### src/rtl/pc_fetch_unit.sv
// pc_fetch_unit
// Program counter and instruction-fetch stage feeding the picoMIPS decoder.
// Drives the address of a synchronous program ROM (1-cycle read latency),
// presents the fetched word and its opcode field, forms the next PC from the
// decoder's PC-control inputs, detects the halt opcode and counts retired
// instructions (saturating).
//
// Ports
//   clk          system clock, rising edge
//   reset        synchronous, active-high
//   PCincr       advance PC by 1
//   PCabsbranch  PC <= Branchaddr
//   PCrelbranch  PC <= PC + signed Branchaddr
//   Branchaddr   absolute target or two's-complement offset
//   stall        hold PC and current instruction
//   imem_addr    ROM address (next PC, combinational)
//   imem_data    ROM read data
//   instr        current instruction
//   opcode       instr[Isize-1:Isize-6]
//   instr_valid  instr/opcode valid for the decoder
//   pc           address of current instruction
//   halted       fetch unit halted
//   retired      retired-instruction count
//
// state  | meaning
// S_FILL | one cycle after reset while ROM output catches up with pc
// S_RUN  | instruction valid, PC follows decoder controls
// S_HALT | halt opcode executed, everything frozen until reset
module pc_fetch_unit #(
  parameter int         Psize   = 6,
  parameter int         Isize   = 16,
  parameter logic [5:0] HALT_OP = 6'b111111,
  parameter int         Csize   = 16
) (
  input  logic             clk,
  input  logic             reset,
  input  logic             PCincr,
  input  logic             PCabsbranch,
  input  logic             PCrelbranch,
  input  logic [Psize-1:0] Branchaddr,
  input  logic             stall,
  output logic [Psize-1:0] imem_addr,
  input  logic [Isize-1:0] imem_data,
  output logic [Isize-1:0] instr,
  output logic [5:0]       opcode,
  output logic             instr_valid,
  output logic [Psize-1:0] pc,
  output logic             halted,
  output logic [Csize-1:0] retired
);

  typedef enum logic [1:0] {S_FILL, S_RUN, S_HALT} state_t;

  localparam logic [Psize-1:0] PC_ONE  = {{(Psize-1){1'b0}}, 1'b1};
  localparam logic [Csize-1:0] CNT_ONE = {{(Csize-1){1'b0}}, 1'b1};

  state_t           r_state;
  state_t           w_state_next;
  logic [Psize-1:0] r_pc;
  logic [Psize-1:0] w_pc_next;
  logic [Csize-1:0] r_retired;
  logic             w_is_halt_op;

  assign w_is_halt_op = (imem_data[Isize-1 -: 6] == HALT_OP);

  always_comb begin
    w_state_next = r_state;
    w_pc_next    = r_pc;
    case (r_state)
      S_FILL: w_state_next = S_RUN;
      S_RUN: begin
        if (!stall) begin
          if (w_is_halt_op) begin
            w_state_next = S_HALT;
          end else if (PCabsbranch) begin
            w_pc_next = Branchaddr;
          end else if (PCrelbranch) begin
            // Same-width add is the sign-extended add modulo 2^Psize.
            w_pc_next = r_pc + Branchaddr;
          end else if (PCincr) begin
            w_pc_next = r_pc + PC_ONE;
          end
        end
      end
      S_HALT: w_state_next = S_HALT;
      default: w_state_next = S_FILL;
    endcase
  end

  always_ff @(posedge clk) begin
    if (reset) begin
      r_state   <= S_FILL;
      r_pc      <= '0;
      r_retired <= '0;
    end else begin
      r_state <= w_state_next;
      r_pc    <= w_pc_next;
      if (r_state == S_RUN && !stall && r_retired != {Csize{1'b1}}) begin
        r_retired <= r_retired + CNT_ONE;
      end
    end
  end

  // Forcing address 0 during reset makes the ROM hold word 0 when FILL starts.
  assign imem_addr   = reset ? '0 : w_pc_next;
  assign instr       = imem_data;
  assign opcode      = imem_data[Isize-1 -: 6];
  assign instr_valid = (r_state == S_RUN);
  assign halted      = (r_state == S_HALT);
  assign pc          = r_pc;
  assign retired     = r_retired;

endmodule

### config.mk
export PLATFORM = sky130hd
export DESIGN_NAME = pc_fetch_unit
export DESIGN_NICKNAME = d
export VERILOG_FILES = /design/src/rtl/pc_fetch_unit.sv
export SDC_FILE = /design/constraint.sdc
export NUM_CORES = 1
export LEC_CHECK = 0
export ABC_AREA = 1
export BUFFER_PORTS_ARGS = -buffer_cell sky130_fd_sc_hd__buf_2
export CAP_MARGIN = 10
export CORE_ASPECT_RATIO = 1.5
export CORE_MARGIN = 2
export CORE_UTILIZATION = 44
export DETAILED_ROUTE_END_ITERATION = 16
export PLACE_DENSITY = 0.76
export RECOVER_POWER = 25
export SETUP_SLACK_MARGIN = 0.3
export SYNTH_ARGS = -nofsm -noshare
export SYNTH_HDL_FRONTEND = slang
export SYNTH_SLANG_ARGS = --single-unit
### constraint.sdc
create_clock -name clk -period 1.95 [get_ports clk]
set_clock_uncertainty 0.05 [all_clocks]
set_input_delay 0.2925 -clock clk [delete_from_list [all_inputs] [get_ports clk]]
set_output_delay 0.2925 -clock clk [all_outputs]
set_load 0.03 [all_outputs]
# [Yosys cells after proc, flatten, opt, wreduce, memory -nomap -nowiden]
# Cells that the tools add are included.
[word_totals] word_cells=27 out_inout_bits=52 register_bits=24
[classes] muxes=10 n_eq_ne=6 reduce_logical=5 addsub=3
[op_table] op="two-way mux 6 bit" n=7
[op_table] op="adder 16 x 1 -> 16 bit (second input constant)" n=1
[op_table] op="inequality test 16 bit (second input constant)" n=1
[op_table] op="adder 6 x 1 -> 6 bit (second input constant)" n=1
[op_table] op="adder 6 bit" n=1
[op_table] op="equality test 6 bit (second input constant)" n=1
[op_table] op="one-hot mux 2 bit (3 select lines)" n=1
[op_table] op="two-way mux 2 bit" n=2
[op_table] op="equality test 2 x 1 -> 1 bit (second input constant)" n=1
[op_table] op="equality test 2 bit (second input constant)" n=1
[op_table] op="logical AND 1 bit" n=2
[op_table] op="zero test 2 bit" n=1
[op_table] op="inequality test 2 x 1 -> 1 bit (second input constant)" n=1
[op_table] op="inequality test 2 bit (second input constant)" n=1
[op_table] op="AND reduction 2 bit" n=1
[op_table] op="zero test 1 bit" n=1

# [Longest topological paths before layout]
# Gate-level depths: netlist of the first run.
[logic_depth] word_depth=8 depth_mapped=11

# [Worst setup path after synthesis of the first run]
# OpenSTA, ideal clock, no wires.
[synth_path] path_kind="reg2out" from="register r_pc[0], in the netlist pc[0]" to="output port imem_addr[4]" path_stages_with_launch=12 arrival_ps=2098 path_buffers=0 required_time_ps=1607 path_slack_ps=-491 path_cell_list="dfxtp_1 ha_1 fa_1 nand2_1 a21boi_0 nor2_1 nand2_1 nand3_1 nand2_1 nand2_1 nand2_1 a21oi_1"
[synth_between] elab_chain_cells=8
[synth_rtl] element="start, declared" line="59" source="logic [Psize-1:0] r_pc;"
[synth_rtl] element="start signal, assigned" line="97" source="r_pc <= w_pc_next;"
[synth_rtl] element="adder 6 x 1 -> 6 bit" line="81" source="w_pc_next = r_pc + PC_ONE;"
[synth_rtl] element="two-way mux 6 bit" line="80" source="end else if (PCincr) begin"
[synth_rtl] element="two-way mux 6 bit *" line="77" source="end else if (PCrelbranch) begin"
[synth_rtl] element="two-way mux 6 bit *" line="75" source="end else if (PCabsbranch) begin"
[synth_rtl] element="two-way mux 6 bit *" line="73" source="if (w_is_halt_op) begin"
[synth_rtl] element="two-way mux 6 bit *" line="72" source="if (!stall) begin"
[synth_rtl] element="two-way mux 6 bit *" line="69" source="case (r_state)"
[synth_rtl] element="two-way mux 6 bit *"
[synth_rtl] element="end, declared" line="42" source="output logic [Psize-1:0] imem_addr,"
# Every way passes the cells marked *; elsewhere a longest branch is shown, timed or not.

# [Worst setup path after layout of the first run]
[layout_path] from="register r_pc[0], in the netlist pc[0]" to="output port imem_addr[1]"
# The elaborated chain is that of the path after synthesis.

==> summary.md, run 1 <==
| Metric | Value |
|---|---|
| Result of the run | `finished, violations left` |
| Violations in the final reports | `setup timing` |
| Count of endpoints failing setup in the final report | `5` |
| CP Max Fanout | `2` |
| Kind of start point of the critical path | `register` |
| Synth Flop Type | `dfxtp_1` |
| Worst-path clk slew | `0.09 ns` |
| Reg-to-reg startpoint | `pc[0]` |
| Total iterations of the first detailed-routing run | `4` |
| Overall global routing resource usage | `0.211` |
| Most common cell after layout, fill and taps aside | `nand2_1` |
| Vertical extent of the die | `84.4 um` |
| Remaining antenna violation count after routing | `0` |
| Worst setup slack after placement | `-0.246 ns` |
| Vias/cell | `5.11` |
| Register-to-register setup slack | `0.20 ns` |
| Count of routing violations after the opening detailed-route iteration | `91` |
| Net Count, Synth | `319` |
| Post-CTS Hold Buffers | `0` |
| Fraction of registers with async set/reset | `0` |
| Number of global-route vias before repair | `1958` |
| Post-synthesis register bit count | `24` |
| Final number of hold-violating endpoints | `0` |
| Total of max-cap violations | `0` |
| Diodes inserted | `0` |
| Area of the core region | `4170 um2` |
| Largest stage delay on the critical path | `0.53 ns` |
| First-pass GRT wire length | `8250 um` |
| Util after Layout | `0.604` |
| Buf/Inv on CP | `1` |
| Critical-path top delay cell | `fa_2` |
| WL per Instance | `12.8 um` |
| Worst Path Required | `1.61 ns` |
| Sequential fraction of the synthesis area | `0.254` |
| CP dominant cell by count | `a21oi_2` |
| Total CTS buffers | `3` |
| Deepest clock path buffer count | `2` |
| Number of library cell types mapped by synthesis | `36` |
| Synth warn | `0` |
| Power per Cell Area | `704 nW/um2` |
| End of the worst register-to-register path | `pc[1]` |
| Min-delay worst type | `primary input to register` |
| Tmin final | `2.31 ns` |
| Maximum vdd drop | `514 uV` |
| Clock latency of the later-clocked register in the worst-skew pair | `0.27 ns` |
| Measured slew at the worst slew-check pin | `0.523 ns` |
| Deepest level of the CTS H-tree | `1` |
| Final Cycle Share | `1.19` |
| Relative slew slack | `0.651` |
| Mean instance size in the synthesized netlist | `6.77 um2` |
| CTS Root Buffer Type | `clkbuf_8` |
| Total overflow reported by the global router | `0` |
| Least setup slack across all paths after layout | `-0.362 ns` |
| Detailed-route DRC error count | `0` |
| Routed wire length | `4900 um` |
| Vias | `1953` |
| Layout net count | `376` |
| Clock Sink Count | `24` |
| Number of antenna violations at the first check in global routing | `0` |
| Count of buffers inserted at the top-level ports | `59` |
| Post-synthesis instance total | `280` |
| Area of the die | `4860 um2` |
| Hold Path Cell Cnt | `4` |
| Row count | `29` |
| IO Pins | `80` |
| Cell depth of the worst flop-to-flop path | `7` |
| Starting density of the core | `0.454` |
| Number of flops mapped to enable cells by yosys | `0` |
| Fill cell total of the finished layout | `408` |
| Leakage power | `1.08 nW` |
| Max Freq | `0.432 GHz` |
| Top Family by Delay on Critical Path | `adder cells` |
| Unrepaired setup endpoints after global routing | `true` |
| Nature of the critical path endpoint | `output pin` |
| TritonCTS clock tree | `built` |
| Layout cell share with drive strength beyond 1 | `0.393` |
| Final weighted congestion of routability-driven global placement | `0.853` |
| Final-report max-slew violation count | `0` |
| Hold Crit Endpoint | `r_state[1]` |
| Synthesized cell area | `1890 um2` |
| Largest net degree at the start of global routing | `17` |
| Data arrival, critical path | `1.97 ns` |
| Post-detail-place hpwl | `3570 um` |
| Post-synthesis to final-layout area growth | `33.0%` |
| Min-delay src | `stall` |
| Die Wd | `57.6 um` |
| CP Class | `register to output pin` |
| Commonest cells after routing, fill and taps aside | `nand2_1, buf_2, inv_1` |
| CP cell instances | `ha_4 -> fa_2 -> a21oi_2 -> a211oi_2 -> a21oi_2 -> nor2_4 -> buf_6` |
-- per-layer routing --
| layer | vias up | track usage | wire, um |
|---|---|---|---|
| li1 | 996 | - | - |
| met1 | 899 | 0.231 | 1900 |
| met2 | 48 | 0.389 | 2700 |
| met3 | 10 | 0.0231 | 179 |
| met4 | 0 | 0.0994 | 113 |
| met5 | - | 0 | 0 |
-- state kept, by name (all words and copies together), names as in the netlist --
| name | count |
|---|---|
| pc | 6 |
| retired | 16 |
| r_state | 2 |
-- cells by family after synthesis --
| family | share of synthesized area |
|---|---|
| buffers and inverters | 0.171 |
| xor gates and xnor gates | 0.0462 |
| DFF | 0.254 |
| AOI/OAI and AO/OA | 0.139 |
| and+or+nand+nor | 0.313 |
| adders and majority gates | 0.0766 |
-- Yosys cell counts, types with 2 or more instances --
master | instances | area, um2
buf_4 | 22 | 165
nand2_1 | 69 | 259
a21oi_1 | 27 | 135
nor2_4 | 2 | 22.5
nand3_1 | 16 | 80.1
buf_2 | 2 | 10.0
nor3_2 | 2 | 20.0
nand2_2 | 2 | 12.5
xor2_1 | 5 | 43.8
a21oi_2 | 2 | 17.5
dfxtp_1 | 24 | 480
xnor2_1 | 5 | 43.8
clkbuf_1 | 2 | 7.51
inv_1 | 27 | 101
ha_1 | 10 | 125
nor3_1 | 5 | 25.0
nand2_4 | 2 | 22.5
nor2_1 | 24 | 90.1
o21ai_0 | 13 | 65.1
nand4_1 | 3 | 18.8
-- stage by stage --
step / hold slack, ns / total power, mW / TNS [ns] / cell area, um2 / cells
5_1_grt: 0.407 / 1.90 / -2.12 / 2520 / 382
2_1_floorplan: 0.429 / 1.20 / -0.0852 / 2050 / 280
3_3_place_gp: 0.420 / 1.31 / -0.606 / 2280 / 368
4_1_cts: 0.355 / 1.77 / -1.44 / 2490 / 379
3_5_place_dp: 0.432 / 1.33 / -0.717 / 2280 / 368
6_report: 0.372 / 1.77 / -1.45 / 2520 / 382
-- timing repair --
| item | 4_1_cts | 5_1_grt |
|---|---|---|
| hold endpoints to repair | 0 | 0 |
| setup endpoints to repair | 22 | 25 |
| pin swaps | 16 | 5 |
| setup buffers | 6 | 3 |
| resized for setup | 29 | 6 |
| gates cloned | 1 | 0 |
-- worst min-delay path, cell delays in order --
cell     delay (ns)
buf_2          0.11
o21ai_0        0.10
inv_1          0.10
a21oi_1        0.07
-- how the worst max path moves through the flow --
| stage | slack [ns] | cells past startpoint | startpoint | end |
|---|---|---|---|---|
| floorplan | -0.04 | 11 | pc[0] | imem_addr[4] |
| global placement | -0.21 | 13 | Branchaddr[0] | imem_addr[4] |
| global route | -0.52 | 12 | pc[0] | imem_addr[4] |
| CTS | -0.38 | 12 | pc[0] | imem_addr[4] |
| detailed placement | -0.25 | 8 | Branchaddr[0] | imem_addr[1] |
| finish | -0.36 | 7 | pc[0] | imem_addr[1] |
-- layout make-up --
cell class	count	area, um2	share of cell area
inverters	30	118	0.0467
clock buffers	4	45.0	0.0179
well taps	46	57.6	0.0228
flip-flops and latches	24	507	0.201
multi-input cells	199	1300	0.517
repair buffers	79	490	0.195
-- power by group --
group	total, mW	switching [mW]	leakage (nW)	internal [mW]
logic	0.867	0.518	0.859	0.349
clock network	0.317	0.170	0.0228	0.146
registers	0.590	0.0452	0.200	0.545
total	1.77	0.734	1.08	1.04
Note: power is estimated with default switching activity, not from simulation.
==> run 2: changes to the inputs <==
- CORE_UTILIZATION: 44 -> 48
- PLACE_DENSITY: 0.76 -> 0.79
- clock period: 1.95 -> 2.51 ns (I/O delays scaled with it)
==> run 2 against run 1 <==
The flow now finishes without violations. Wire length fell by 4.1%. Critical path depth rose by 5. Hold slack improved by 0.072 ns. Non-clock buffer count fell by 9. Final cell count fell by 2.9%. Sequential power fell by 24%. Count of clock-buffer cells in the layout fell by 1. First-iteration DRC count fell by 15%.
==> summary.md, run 2 (synthesis gave the netlist of run 1 again) <==
| Metric | Value |
|---|---|
| Result of the run | `completed (was finished, violations left)` |
| Final weighted congestion of routability-driven global placement | `0.872 (was 0.853)` |
| Min-delay worst type | `register to register (was primary input to register)` |
| Deepest clock path buffer count | `2 (unchanged)` |
| Unrepaired setup endpoints after global routing | `true (unchanged)` |
| Vias/cell | `5.18 (was 5.11)` |
| Clock Sink Count | `24 (unchanged)` |
| Vias | `1920 (was 1953)` |
| Total Neg Setup Slack | `0 ns (was -1.45 ns)` |
| Number of antenna violations at the first check in global routing | `0 (unchanged)` |
| CTS Root Buffer Type | `clkbuf_8 (unchanged)` |
| Util after Layout | `0.608 (was 0.604)` |
| CP Max Fanout | `3 (was 2)` |
| Critical-path top delay cell | `dfxtp_4 (was fa_2)` |
| Layout cell share with drive strength beyond 1 | `0.319 (was 0.393)` |
| Detailed-route DRC error count | `0 (unchanged)` |
| Total CTS buffers | `3 (unchanged)` |
| Flip-flop count of the largest register after layout | `16 (unchanged)` |
| Total of max-cap violations | `0 (unchanged)` |
| CP Class | `register to output pin (unchanged)` |
| Relative slew slack | `0.691 (was 0.651)` |
| Measured slew at the worst slew-check pin | `0.464 ns (was 0.523 ns)` |
| Layout net count | `367 (was 376)` |
| Die Wd | `55.3 um (was 57.6 um)` |
| Post-route total power | `1.26 mW (was 1.77 mW)` |
| Nature of the critical path endpoint | `output pin (unchanged)` |
| Count of buffers inserted at the top-level ports | `59 (unchanged)` |
| Final-report max-slew violation count | `0 (unchanged)` |
| WL per Instance | `12.7 um (was 12.8 um)` |
| Largest stage delay on the critical path | `0.36 ns (was 0.53 ns)` |
| Cell depth of the worst flop-to-flop path | `9 (was 7)` |
| Maximum vdd drop | `346 uV (was 514 uV)` |
| Area of the core region | `3850 um2 (was 4170 um2)` |
| Reg-to-reg startpoint | `retired[0] (was pc[0])` |
| Deepest level of the CTS H-tree | `1 (unchanged)` |
| Min-delay src | `retired[7] (was stall)` |
| Post-CTS Hold Buffers | `0 (unchanged)` |
| Final number of hold-violating endpoints | `0 (unchanged)` |
| Leakage power | `1.02 nW (was 1.08 nW)` |
| CP dominant cell by count | `nand2_1 (was a21oi_2)` |
| Worst Path Required | `2.08 ns (was 1.61 ns)` |
| Area of the die | `4480 um2 (was 4860 um2)` |
| Row count | `28 (was 29)` |
| Fill cell total of the finished layout | `380 (was 408)` |
| Largest net degree at the start of global routing | `18 (was 17)` |
| Worst path depth | `12 (was 7)` |
| Remaining antenna violation count after routing | `0 (unchanged)` |
| Commonest cells after routing, fill and taps aside | `nand2_1, buf_2, inv_1 (unchanged)` |
| Routed wire length | `4700 um (was 4900 um)` |
| Top Family by Delay on Critical Path | `adder cells (unchanged)` |
| Post-detail-place hpwl | `3340 um (was 3570 um)` |
| Most common cell after layout, fill and taps aside | `nand2_1 (unchanged)` |
| Overall global routing resource usage | `0.207 (was 0.211)` |
| Hold Crit Endpoint | `retired[7] (was r_state[1])` |
| Start point of the critical path | `pc[0] (unchanged)` |
| Power per Cell Area | `537 nW/um2 (was 704 nW/um2)` |
| CP cell instances | `ha_4 -> fa_2 -> nand2_1 -> a21boi_1 -> nor2_1 -> nand2_1 -> nand3_1 -> nand2_1 -> nand2_1 -> nand2_2 -> a21oi_4 -> buf_6 (was ha_4 -> fa_2 -> a21oi_2 -> a211oi_2 -> a21oi_2 -> nor2_4 -> buf_6)` |
| End of the worst register-to-register path | `retired[5] (was pc[1])` |
| IO Pins | `80 (unchanged)` |
| Hold Path Cell Cnt | `2 (was 4)` |
| First-pass GRT wire length | `7600 um (was 8250 um)` |
| TritonCTS clock tree | `built (unchanged)` |
| Worst-path clk slew | `0.08 ns (was 0.09 ns)` |
| Buf/Inv on CP | `1 (unchanged)` |
| Diodes inserted | `0 (unchanged)` |
| Kind of start point of the critical path | `register (unchanged)` |
| Final Cycle Share | `0.942` |
| Count of routing violations after the opening detailed-route iteration | `77 (was 91)` |
| Worst setup slack after placement | `0.0333 ns (was -0.246 ns)` |
| Number of global-route vias before repair | `1809 (was 1958)` |
| Starting density of the core | `0.492 (was 0.454)` |
| Clock latency of the later-clocked register in the worst-skew pair | `0.26 ns (was 0.27 ns)` |
| Max Freq | `0.423 GHz` |
| Tmin final | `2.36 ns` |
| Count of endpoints failing setup in the final report | `0 (was 5)` |
| Total iterations of the first detailed-routing run | `4 (unchanged)` |
| Data arrival, critical path | `1.94 ns (was 1.97 ns)` |
| Register-to-register setup slack | `0.72 ns (was 0.20 ns)` |
| Vertical extent of the die | `80.9 um (was 84.4 um)` |
| Total overflow reported by the global router | `0 (unchanged)` |
| Least setup slack across all paths after layout | `0.146 ns (was -0.362 ns)` |
| Post-synthesis to final-layout area growth | `23.7% (was 33.0%)` |
==> run 2: changes by cell type in the layout (fill, tap and decap cells not counted), moves of 3 or more <==
cell	before	now
nor2_4	7	4
nand2_1	62	66
dfxtp_1	15	19
dfxtp_2	3	0
nand2_2	8	5
buf_4	18	11
==> run 2: what timing repair did <==
item | 4_1_cts | 5_1_grt
setup buffers | 7 | 3
pin swaps | 9 | 5
cloned | 0 | 1
setup endpoints to repair | 6 | 6
resized for setup | 29 | 13
==> run 2: where the power goes <==
group,leakage [nW],total [mW],switching [mW],internal [mW]
Combinational,0.804,0.585,0.375,0.211
Clock,0.0216,0.224,0.117,0.107
Sequential,0.198,0.450,0.0318,0.418
==> run 2: worst max path at each step <==
stage,endpoint
floorplan,imem_addr[2]
global placement,imem_addr[4]
detailed placement,imem_addr[4]
CTS,imem_addr[4]
global route,imem_addr[4]
finish,imem_addr[4]
==> run 2: tightest hold or removal path: cells and delay by family (launching register included) <==
kind / cells / cell delay (ns)
compound gates: 1 / 0.05
flops: 1 / 0.33
simple gates: 1 / 0.07
==> run 2: routing by layer <==
layer | vias up | wire (um) | share of wire | track usage
li1 | 983 | - | - | -
met1 | 885 | 1790 | 0.38 | 0.223
met2 | 46 | 2650 | 0.56 | 0.410
met3 | 6 | 192 | 0.041 | 0.0255
met4 | 0 | 59 | 0.013 | 0.0683
met5 | - | 0 | 0 | 0
==> run 2: area by class of cell <==
class / instances / area (um2) / share of cell area
multi-input combinational: 199 / 1230 / 0.523
sequential: 24 / 499 / 0.213
timing repair buffer: 70 / 405 / 0.173
inverter: 30 / 115 / 0.0491
tap: 45 / 56.3 / 0.0240
clock buffer: 3 / 41.3 / 0.0176
==> run 2: per-stage QoR <==
stage                     hold WS [ns]  std cells  instance area, um2
after floorplan                  0.424        280                1930
after global placement           0.434        357                2080
after detailed placement         0.435        357                2080
after CTS                        0.436        367                2280
after global routing             0.480        371                2340
final                            0.444        371                2340
